[src/rtl/mult_repeated_add_if.sv]
// Operand/result bus of the repeated-addition multiplier.
// The master issues start and drives both operands; the slave returns the product with done/busy.
interface mult_repeated_add_if #(
    parameter int WIDTH = 16
);
    logic                 start;
    logic [WIDTH-1:0]     data_in;
    logic [2*WIDTH-1:0]   product;
    logic                 done;
    logic                 busy;

    modport master (
        output start,
        output data_in,
        input  product,
        input  done,
        input  busy
    );

    modport slave (
        input  start,
        input  data_in,
        output product,
        output done,
        output busy
    );
endinterface

[src/rtl/mult_repeated_add.sv]
// Sequential unsigned multiplier: adds the larger operand once per unit of the smaller one.
//
// state  | meaning
// IDLE   | waiting for start, product holds
// LOAD_A | capture operand A from data_in, clear product
// LOAD_B | take B from data_in, load addend=max and counter=min
// CALC   | one add per cycle until counter reaches zero
// DONE   | product valid and frozen, start relaunches
module mult_repeated_add #(
    parameter int WIDTH = 16
) (
    input  logic                 clk,
    input  logic                 rst_n,
    mult_repeated_add_if.slave   bus
);

    typedef enum logic [2:0] {
        IDLE   = 3'd0,
        LOAD_A = 3'd1,
        LOAD_B = 3'd2,
        CALC   = 3'd3,
        DONE   = 3'd4
    } state_t;

    state_t               state;
    state_t               state_next;
    logic [WIDTH-1:0]     a_reg;
    logic [WIDTH-1:0]     addend;
    logic [WIDTH-1:0]     counter;
    logic [2*WIDTH-1:0]   product_q;

    always_ff @(posedge clk) begin
        if (!rst_n) begin
            state <= IDLE;
        end else begin
            state <= state_next;
        end
    end

    always_comb begin
        state_next = state;
        case (state)
            IDLE:    if (bus.start) state_next = LOAD_A;
            LOAD_A:  state_next = LOAD_B;
            LOAD_B:  state_next = CALC;
            CALC:    if (counter == '0) state_next = DONE;
            DONE:    if (bus.start) state_next = LOAD_A;
            default: state_next = IDLE;
        endcase
    end

    // B is used straight off the bus so the swap costs no extra cycle.
    always_ff @(posedge clk) begin
        if (!rst_n) begin
            a_reg     <= '0;
            addend    <= '0;
            counter   <= '0;
            product_q <= '0;
        end else begin
            case (state)
                LOAD_A: begin
                    a_reg     <= bus.data_in;
                    product_q <= '0;
                end
                LOAD_B: begin
                    if (a_reg >= bus.data_in) begin
                        addend  <= a_reg;
                        counter <= bus.data_in;
                    end else begin
                        addend  <= bus.data_in;
                        counter <= a_reg;
                    end
                end
                CALC: begin
                    if (counter != '0) begin
                        product_q <= product_q + {{WIDTH{1'b0}}, addend};
                        counter   <= counter - 1'b1;
                    end
                end
                default: ;
            endcase
        end
    end

    assign bus.product = product_q;
    assign bus.done    = (state == DONE);
    assign bus.busy    = (state == LOAD_A) || (state == LOAD_B) || (state == CALC);

endmodule

[src/flat_wrapper.sv]
// flat-port wrapper written by rule: the top's interface ports become plain ports
module mult_repeated_add_flat 
#(
    parameter int WIDTH = 16
)
  (clk, rst_n, bus_start, bus_data_in, bus_product, bus_done, bus_busy);
  mult_repeated_add_if #(.WIDTH(WIDTH)) bus_i ();
  input  logic clk;
  input  logic rst_n;
  input wire logic [$bits(bus_i.start)-1:0] bus_start;
  input wire logic [$bits(bus_i.data_in)-1:0] bus_data_in;
  output wire logic [$bits(bus_i.product)-1:0] bus_product;
  output wire logic [$bits(bus_i.done)-1:0] bus_done;
  output wire logic [$bits(bus_i.busy)-1:0] bus_busy;
  assign bus_i.start = bus_start;
  assign bus_i.data_in = bus_data_in;
  assign bus_product = bus_i.product;
  assign bus_done = bus_i.done;
  assign bus_busy = bus_i.busy;
  mult_repeated_add #(.WIDTH(WIDTH)) u_core (.clk(clk), .rst_n(rst_n), .bus(bus_i));
endmodule
[config.mk]
export PLATFORM = sky130hd
export DESIGN_NAME = mult_repeated_add_flat
export DESIGN_NICKNAME = d
export VERILOG_FILES = /design/src/rtl/mult_repeated_add_if.sv /design/src/rtl/mult_repeated_add.sv /design/src/flat_wrapper.sv
export SDC_FILE = /design/constraint.sdc
export NUM_CORES = 1
export LEC_CHECK = 0
export ABC_AREA = 0
export CORE_ASPECT_RATIO = 1.5
export CORE_UTILIZATION = 60
export DETAILED_ROUTE_END_ITERATION = 6
export GPL_TIMING_DRIVEN = 0
export PLACE_DENSITY = 0.94
export REMOVE_ABC_BUFFERS = 1
export SLEW_MARGIN = 30
export SYNTH_ARGS = -nofsm -noshare
export SYNTH_HDL_FRONTEND = slang
export SYNTH_SLANG_ARGS = --single-unit
[constraint.sdc]
create_clock -name clk -period 7.16 [get_ports clk]
set_input_delay 1.074 -clock clk [delete_from_list [all_inputs] [get_ports clk]]
set_output_delay 1.074 -clock clk [all_outputs]
set_load 0.05 [all_outputs]
# Word-level counts from Yosys, hierarchy flattened
# Cells that the tools add are included.
dict set report word_totals {
  latchBits 0
  rom_bits 0
  n_memories 0
  wordCells 35
  output_inout_bits 34
  reg_bits 83
  ram_bits 0
}
dict set report classes {
  mul 0
  shifts 0
  n_mux 9
  eq_ne 7
  reduce_logical 11
  bitwise 0
  div_mod_pow 0
  add_sub_neg 2
  order_cmp 1
}
# op count
set op_table {}
lappend op_table {{one-hot mux 32 bit (2 select lines)} 1}
lappend op_table {{two-way mux 16 bit} 3}
lappend op_table {{adder 32 x 16 -> 32 bit} 1}
lappend op_table {{two-way mux 32 bit} 1}
lappend op_table {{one-hot mux 16 bit (2 select lines)} 1}
lappend op_table {{greater-or-equal comparator 16 bit} 1}
lappend op_table {{logical NOT 16 bit} 1}
lappend op_table {{nonzero test 16 bit} 1}
lappend op_table {{subtractor 16 x 1 -> 16 bit, second input constant} 1}
lappend op_table {{one-hot mux 3 bit (4 select lines)} 1}
lappend op_table {{equality test 3 x 2 -> 1 bit, second input constant} 2}
lappend op_table {{two-way mux 3 bit} 2}
lappend op_table {{!= test 2 x 1 -> 1 bit, second input constant} 3}
lappend op_table {{AND reduction 2 bit} 3}
lappend op_table {{nonzero test 2 bit} 2}
lappend op_table {{equality test 3 x 1 -> 1 bit, second input constant} 1}
lappend op_table {{equality test 3 bit, second input constant} 1}
lappend op_table {{logical NOT 3 bit} 1}
lappend op_table {{logical OR 1 bit} 2}
lappend op_table {{OR reduction 2 bit} 1}

# Logic depth before layout (Yosys ltp)
# Gate-level depths: netlist of run 1.
dict set report logic_depth {
  word_depth 4
  mapped_depth 10
}

# Worst setup path before layout of run 1
# No wires, ideal clock.
dict set report synth_timing {
  path_type {input -> register}
  from {in bus_data_in[0]}
  to {reg u_core.addend[10]}
  t_required_ns 7.086
  t_arrival_ns 2.941
  cell_stages 8
  path_slack_ns 4.145
  cell_sequence {ha_1 -> nand2b_1 -> a21oi_1 -> o21ai_0 -> a2111oi_0 -> clkbuf_1 -> nand3_1 -> a31oi_1}
}
dict set report synth_via {
  elab_chain_cells 2
}
# item line
set synth_lines {}
lappend synth_lines {{start: declaration} flat_wrapper.sv:11} ;# input wire logic [$bits(bus_i.data_in)-1:0] bus_data_in;
lappend synth_lines {{greater-or-equal comparator 16 bit} mult_repeated_add.sv:66} ;# if (a_reg >= bus.data_in) begin
lappend synth_lines {{two-way mux 16 bit} mult_repeated_add.sv:66}
lappend synth_lines {{end signal: assignment} mult_repeated_add.sv:67} ;# addend <= a_reg;
lappend synth_lines {{end signal: assignment} mult_repeated_add.sv:70} ;# addend <= bus.data_in;
lappend synth_lines {{end: declaration} mult_repeated_add.sv:28} ;# logic [WIDTH-1:0] addend;
# Every way passes these cells.
# A chain may end at the register's enable or synchronous reset.

# Worst setup path after layout of run 1
dict set report layout_timing {
  from {in bus_data_in[0]}
  to {reg u_core.addend[12]}
}
# Same word-level chain as after synthesis.

==> impl_metrics.toml, run 1 <==
[global_routing]
antenna_found_initial = 0
grt.total_usage_pct = 36.6
grt_max_degree = 44
grt_pass1_vias = 5812
grt_pass1_wl_mm = 27.2
overflow = 0

[placement]
postPlaceCellArea_um2 = 5950
placedCellCount = 847
gp_congestion = 1.05
dpl_worst_slack_ns = 2.93
dpl.hpwl_mm = 11.3
port_buffers = 52

[cts]
worstSkewPairLatency_ns = 0.35
cts_max_level = 3
path_clk_slew_ns = 0.06
cts_buffers = 9
cts.sinks = 83
ctsHoldBuffers = 0
cts_tree = "yes"
ctsResizeCount = 0
cts-root-buf = "clkbuf_16"
post_cts_buffers = 0
cts_buffer_depth = 2

[power_and_ir_drop]
power.leakage_nw = 2.30
p_switching_uw = 438
ir_drop_mv = 0.169
p_comb_share_pct = 26.3
p_total_mw = 1.30
power.share.clock_pct = 32.8
power_density_nw_per_um2 = 209
seq_power_share_pct = 40.9
p_sw_share_pct = 33.7
power.internal_uw = 862

[cells_and_area]
syn_to_final_growth_pct = 15.7
largest_register_ffs = 32
mostFrequentLayoutCells = "dfxtp_1 (83), nand2_1 (82), o21ai_0 (71)"
final_cells = 862
drive_gt1_share_pct = 5.17
fin_nets = 805
final_common_cell = "dfxtp_1"
diodes = 0
fin_area_um2 = 6220
n_fill_cell = 631

[hold_path]
hold_path_class = "reg2reg"
hold-path-cell-count = 2
hp-start = "u_core.bus.product[3]$_SDFFE_PN0P_"
min_to = "u_core.bus.product[3]$_SDFFE_PN0P_"

[setup_path]
worstPathArrival_ns = 4.25
critical_path_required_ns = 7.43
crit_type = "in2reg"
r2r-end = "u_core.bus.product[30]$_SDFFE_PN0P_"
reg2reg_slack_ns = 3.72
rr_worst_depth = 9
worst-path-max-fanout = 7
reg2reg_from = "u_core.bus.product[0]$_SDFFE_PN0P_"
cp-end-kind = "flop"
start_kind = "primary input"

[detailed_routing]
via_per_inst = 7.00
first_pass_iters = 7
ant_nets = 0
via_count = 6036
drt_iter0_drc = 613
routed_wl_mm = 16.4
wire_per_inst_um = 19.1
route.detailed.drc = 1

[synth]
syn-cell-area_um2 = 5380
synth_top_area_cell = "dfxtp_1"
synth_top_area_share_pct = 30.9
synth_area_per_cell_um2 = 7.43
synth_area_leaders = "dfxtp_1 (31%), ha_1 (7.9%), o21ai_0 (6.6%), a21oi_1 (6.4%), nand3_1 (6.1%)"
synth_edf_count = 0
synthFlopType = "dfxtp_1"
async_reset_ff_share_pct = 0
yosysWarnings = 0
syn_inst = 724
ys_types = 54
ys_ff_latch = 83
ys_seq_area_share_pct = 30.9

[flow_run]
cap_violations = 0

[die]
die_height_um = 118
die_w_um = 79.3
rows = 41
start_util_pct = 62.8
io_pins = 53
dieArea_um2 = 9350
core-area_um2 = 8570

[timing]
rsz0062_at_grt = "false"
fin_skew_ns = 0.00672
slew_headroom_pct = 40.7
final_hold_viol_count = 0
period_minus_slack_ns = 3.98
setup-violations-final = 0
fmax_mhz = 251
layout_worst_path_cycle_share_pct = 55.6
postLayoutSetupSlackWorst_ns = 3.18
tightest_slew_ns = 0.885
timing.final.max_slew_violations = 0
fin_hold_ws_ns = 0.493

[status]
outcome = "finished, violations left"
violations = "DRC"
critical path, stage by stage:
cell             delay [ns]
clkdlybuf4s50_1        0.47
ha_1                   0.31
nand2b_1               0.15
a21oi_1                0.17
o21ai_0                0.20
a2111oi_2              0.82
buf_2                  0.31
buf_2                  0.21
buf_2                  0.20
nand3_1                0.11
a31oi_1                0.21
worst max-delay path by stage:
| stage | endpoint | cells after the start | startpoint |
|---|---|---|---|
| 6_report | u_core.addend[12]$_SDFFE_PN0P_ | 11 | bus_data_in[0] |
| 5_1_grt | u_core.addend[12]$_SDFFE_PN0P_ | 12 | bus_data_in[15] |
| 4_1_cts | u_core.addend[12]$_SDFFE_PN0P_ | 11 | bus_data_in[0] |
| 3_5_place_dp | u_core.addend[12]$_SDFFE_PN0P_ | 12 | bus_data_in[13] |
| 3_3_place_gp | u_core.addend[8]$_SDFFE_PN0P_ | 9 | bus_data_in[13] |
| 2_1_floorplan | u_core.counter[0]$_SDFFE_PN0P_ | 8 | bus_data_in[13] |
synth_stat cells, drive strengths merged, types with 4 or more instances:
| cell | instances |
|---|---|
| a21o | 5 |
| a21oi | 69 |
| a2bb2oi | 5 |
| a31oi | 40 |
| and2 | 6 |
| and3 | 9 |
| and4 | 4 |
| clkbuf | 43 |
| dfxtp | 83 |
| ha | 34 |
| inv | 29 |
| mux2i | 9 |
| nand2 | 84 |
| nand2b | 11 |
| nand3 | 65 |
| nand4 | 14 |
| nor2 | 28 |
| nor2b | 6 |
| nor3 | 14 |
| nor4 | 7 |
| o211ai | 10 |
| o21a | 4 |
| o21ai | 72 |
| o221ai | 5 |
| o31ai | 4 |
| or3 | 10 |
| or4 | 9 |
| xnor2 | 5 |
stage by stage:
stage          setup TNS [ns]  util [%]
2_1_floorplan               0         -
3_3_place_gp           -31.18      68.4
3_5_place_dp                0      69.5
4_1_cts                     0      72.5
5_1_grt                     0      72.6
6_report                    0      72.6
layer usage:
metal  share of wire, %  up-vias  global-route usage (%)
met1                 36     2778                    40.4
met3                8.1       88                    7.75
met5                  0        -                       0
met4                4.9        0                    24.5
li1                   -     2747                       -
met2                 51      423                    61.5
logic make-up after synthesis:
kind of cell	synth area share, %
buffers and inverters	5.26
XOR/XNOR	0.977
AND/OR/NAND/NOR	25.7
flip-flops	30.9
AO/OA/AOI/OAI	27.2
adder cells (fa/ha/maj)	8.28
multiplexers	1.68
layout make-up:
class	count	area [µm²]	area share [%]
Clock buffer	12	246	3.96
Clock inverter	3	15.0	0.241
Inverter	30	114	1.83
Multi-Input combinational cell	566	3460	55.7
Sequential cell	83	1660	26.7
Tap cell	107	134	2.15
Timing Repair Buffer	61	584	9.39
power by group through the flow:
stage	clock (mW)	sequential, mW	combinational (mW)
3_3_place_gp	0	0.537	0.306
5_1_grt	0.447	0.536	0.371
2_1_floorplan	0	0.530	0.229
6_report	0.426	0.532	0.342
3_5_place_dp	0	0.539	0.328
4_1_cts	0.428	0.529	0.332
Note: power is estimated with default switching activity, not from simulation.
==> run 2, diff against run 1 <==
CORE_UTILIZATION = 52   (was 60)
PLACE_DENSITY = 0.88   (was 0.94)
clock period = 3.3 ns   (was 7.16 ns; I/O delays follow)
==> run 2 against run 1 <==
The run now ends clean; global-route usage decreased by 5.7 points; setup slack got worse by 3.0 ns; critical path type is now reg2reg; clock power increased by 140%; via count decreased by 2.0%; clock skew increased by 0.0019 ns; combinational power increased by 110%; worst hold slack got worse by 0.0021 ns; count of clock-buffer cells in the layout decreased by 1; non-clock buffer count unchanged; wire length decreased by 3.0%; sequential cell count unchanged; die area increased by 15%.
==> impl_metrics.toml, run 2 (same netlist as run 1, synthesis figures left out) <==
[status]
outcome = "finished, final reports clean"

[global_routing]
grt_pass1_vias = 5906
antenna_found_initial = 0
grt_max_degree = 44
overflow = 0
grt.total_usage_pct = 30.9
grt_pass1_wl_mm = 26.7

[cells_and_area]
fin_area_um2 = 6270
drive_gt1_share_pct = 5.30
seq_area_um2 = 1660
final_common_cell = "dfxtp_1"
final_cells = 872
diodes = 0
mostFrequentLayoutCells = "dfxtp_1 (83), nand2_1 (82), o21ai_0 (71)"
multiInputGateArea_um2 = 3470
fin_util_pct = 62.2
syn_to_final_growth_pct = 16.6
largest_register_ffs = 32
n_fill_cell = 870
fin_nets = 805

[power_and_ir_drop]
p_comb_share_pct = 25.1
p_total_mw = 2.91
power.share.clock_pct = 35.2
ir_drop_mv = 0.291
power.internal_mw = 1.95
power.leakage_nw = 2.31
power_density_nw_per_um2 = 465
p_switching_uw = 963
p_sw_share_pct = 33.1
seq_power_share_pct = 39.6

[detailed_routing]
first_pass_iters = 5
via_per_inst = 6.78
via_count = 5913
route.detailed.drc = 0
routed_wl_mm = 16.0
ant_nets = 0
wire_per_inst_um = 18.3
drt_iter0_drc = 478

[timing]
rsz0062_at_grt = "false"
fin_skew_ns = 0.00865
fin_tns_setup_ns = 0
tightest_slew_ns = 0.929
timing.final.max_slew_violations = 0
layout_worst_path_cycle_share_pct = 93.6
period_minus_slack_ns = 3.09
slew_headroom_pct = 38.1
fmax_mhz = 324
setup-violations-final = 0
final_hold_viol_count = 0

[cts]
cts_max_level = 3
cts_tree = "yes"
cts_buffer_depth = 2
cts.sinks = 83
cts-root-buf = "clkbuf_16"
post_cts_buffers = 0
cts_buffers = 9
worstSkewPairLatency_ns = 0.35
path_clk_slew_ns = 0.06

[hold_path]
hold_path_class = "reg2reg"
hp-start = "u_core.bus.product[29]$_SDFFE_PN0P_"

[setup_path]
reg2reg_slack_ns = 0.21
worstPathArrival_ns = 3.32
critical_path_required_ns = 3.53
cpPeakStageDelay_ns = 0.72
reg2reg_from = "u_core.state[0]$_SDFFE_PN0P_"
crit_type = "reg2reg"
crit_chain = "nor2b_1 -> and2_1 -> nand2_1 -> or3_1 -> o211ai_1 -> a31oi_1"
startpoint = "u_core.state[0]$_SDFFE_PN0P_"
worst-path-max-fanout = 23
crit_family = "simple AND/OR/NAND/NOR gates"
worst-path-buf-inv = 0
cp-end-kind = "flop"
critPathSlowestCell = "and2_1"
start_kind = "flop"

[die]
rows = 45
die_height_um = 127
core-area_um2 = 10100
die_w_um = 85.0
dieArea_um2 = 10800
io_pins = 53
start_util_pct = 53.3

[placement]
placedCellCount = 857
gp_congestion = 0.939
dpl.hpwl_mm = 11.3
postPlaceCellArea_um2 = 5960
port_buffers = 52

[flow_run]
cap_violations = 0
==> run 2: changes by cell type in the layout (fill, tap and decap cells not counted) <==
cell and change:
clkinvlp_4 +1, a2111o_1 +1, a2111oi_0 -2, bufinv_16 +1, clkinv_4 +1, a21oi_2 +1
a21oi_1 -1, clkinv_2 -2, a2111o_2 -1, a2111oi_1 +2, clkbuf_1 -1
==> run 2: cell type report <==
| cell class | instances | area share (%) |
|---|---|---|
| Sequential cell | 83 | 26.5 |
| Tap cell | 117 | 2.33 |
| Clock inverter | 4 | 0.818 |
| Multi-Input combinational cell | 566 | 55.3 |
| Timing Repair Buffer | 61 | 9.32 |
| Clock buffer | 11 | 3.87 |
| Inverter | 30 | 1.82 |
==> run 2: worst paths after layout <==
check,to,cells past startpoint
worst max register to register,u_core.counter[13]$_SDFFE_PN0P_,6
worst min register to register,u_core.bus.product[29]$_SDFFE_PN0P_,2
worst min-delay path,u_core.bus.product[29]$_SDFFE_PN0P_,2
worst max-delay path,u_core.counter[13]$_SDFFE_PN0P_,6
==> run 2: stage by stage <==
step / worst slack [ns] / hold WS (ns)
after floorplan: -2.05 / 0.457
after global placement: -4.42 / 0.465
after detailed placement: -0.0343 / 0.486
after CTS: 0.00396 / 0.496
after global routing: 0.0294 / 0.521
final: 0.211 / 0.491
==> run 2: what timing repair did <==
item	CTS	global route
hold endpoints to repair	0	0
hold buffers	0	0
endpoints found under the setup margin	0	2
gates resized for setup	0	3
==> run 2: layer usage <==
metal  track usage (%)  vias to the layer above  share of wire [%]  wire length, µm
met5                 0                        -                  0                0
li1                  -                     2755                  -                -
met2              56.2                      303                 54             8540
met4              20.3                        0                3.4              544
met1              32.9                     2795                 38             5980
met3              3.97                       60                5.5              878
==> run 2: power groups by stage <==
stage	combinational [mW]	sequential, mW	clock (mW)
after floorplan	0.496	1.15	0
after global placement	0.663	1.17	0
after detailed placement	0.711	1.17	0
after CTS	0.717	1.15	1.03
after global routing	0.807	1.16	1.06
final	0.732	1.15	1.03
==> run 2: worst register-to-register path, delay by kind of cell, from the launching register on <==
| kind | cells | cell delay, ns |
|---|---|---|
| and+or+nand+nor | 4 | 2.36 |
| DFF | 1 | 0.44 |
| AOI/OAI and AO/OA | 2 | 0.16 |
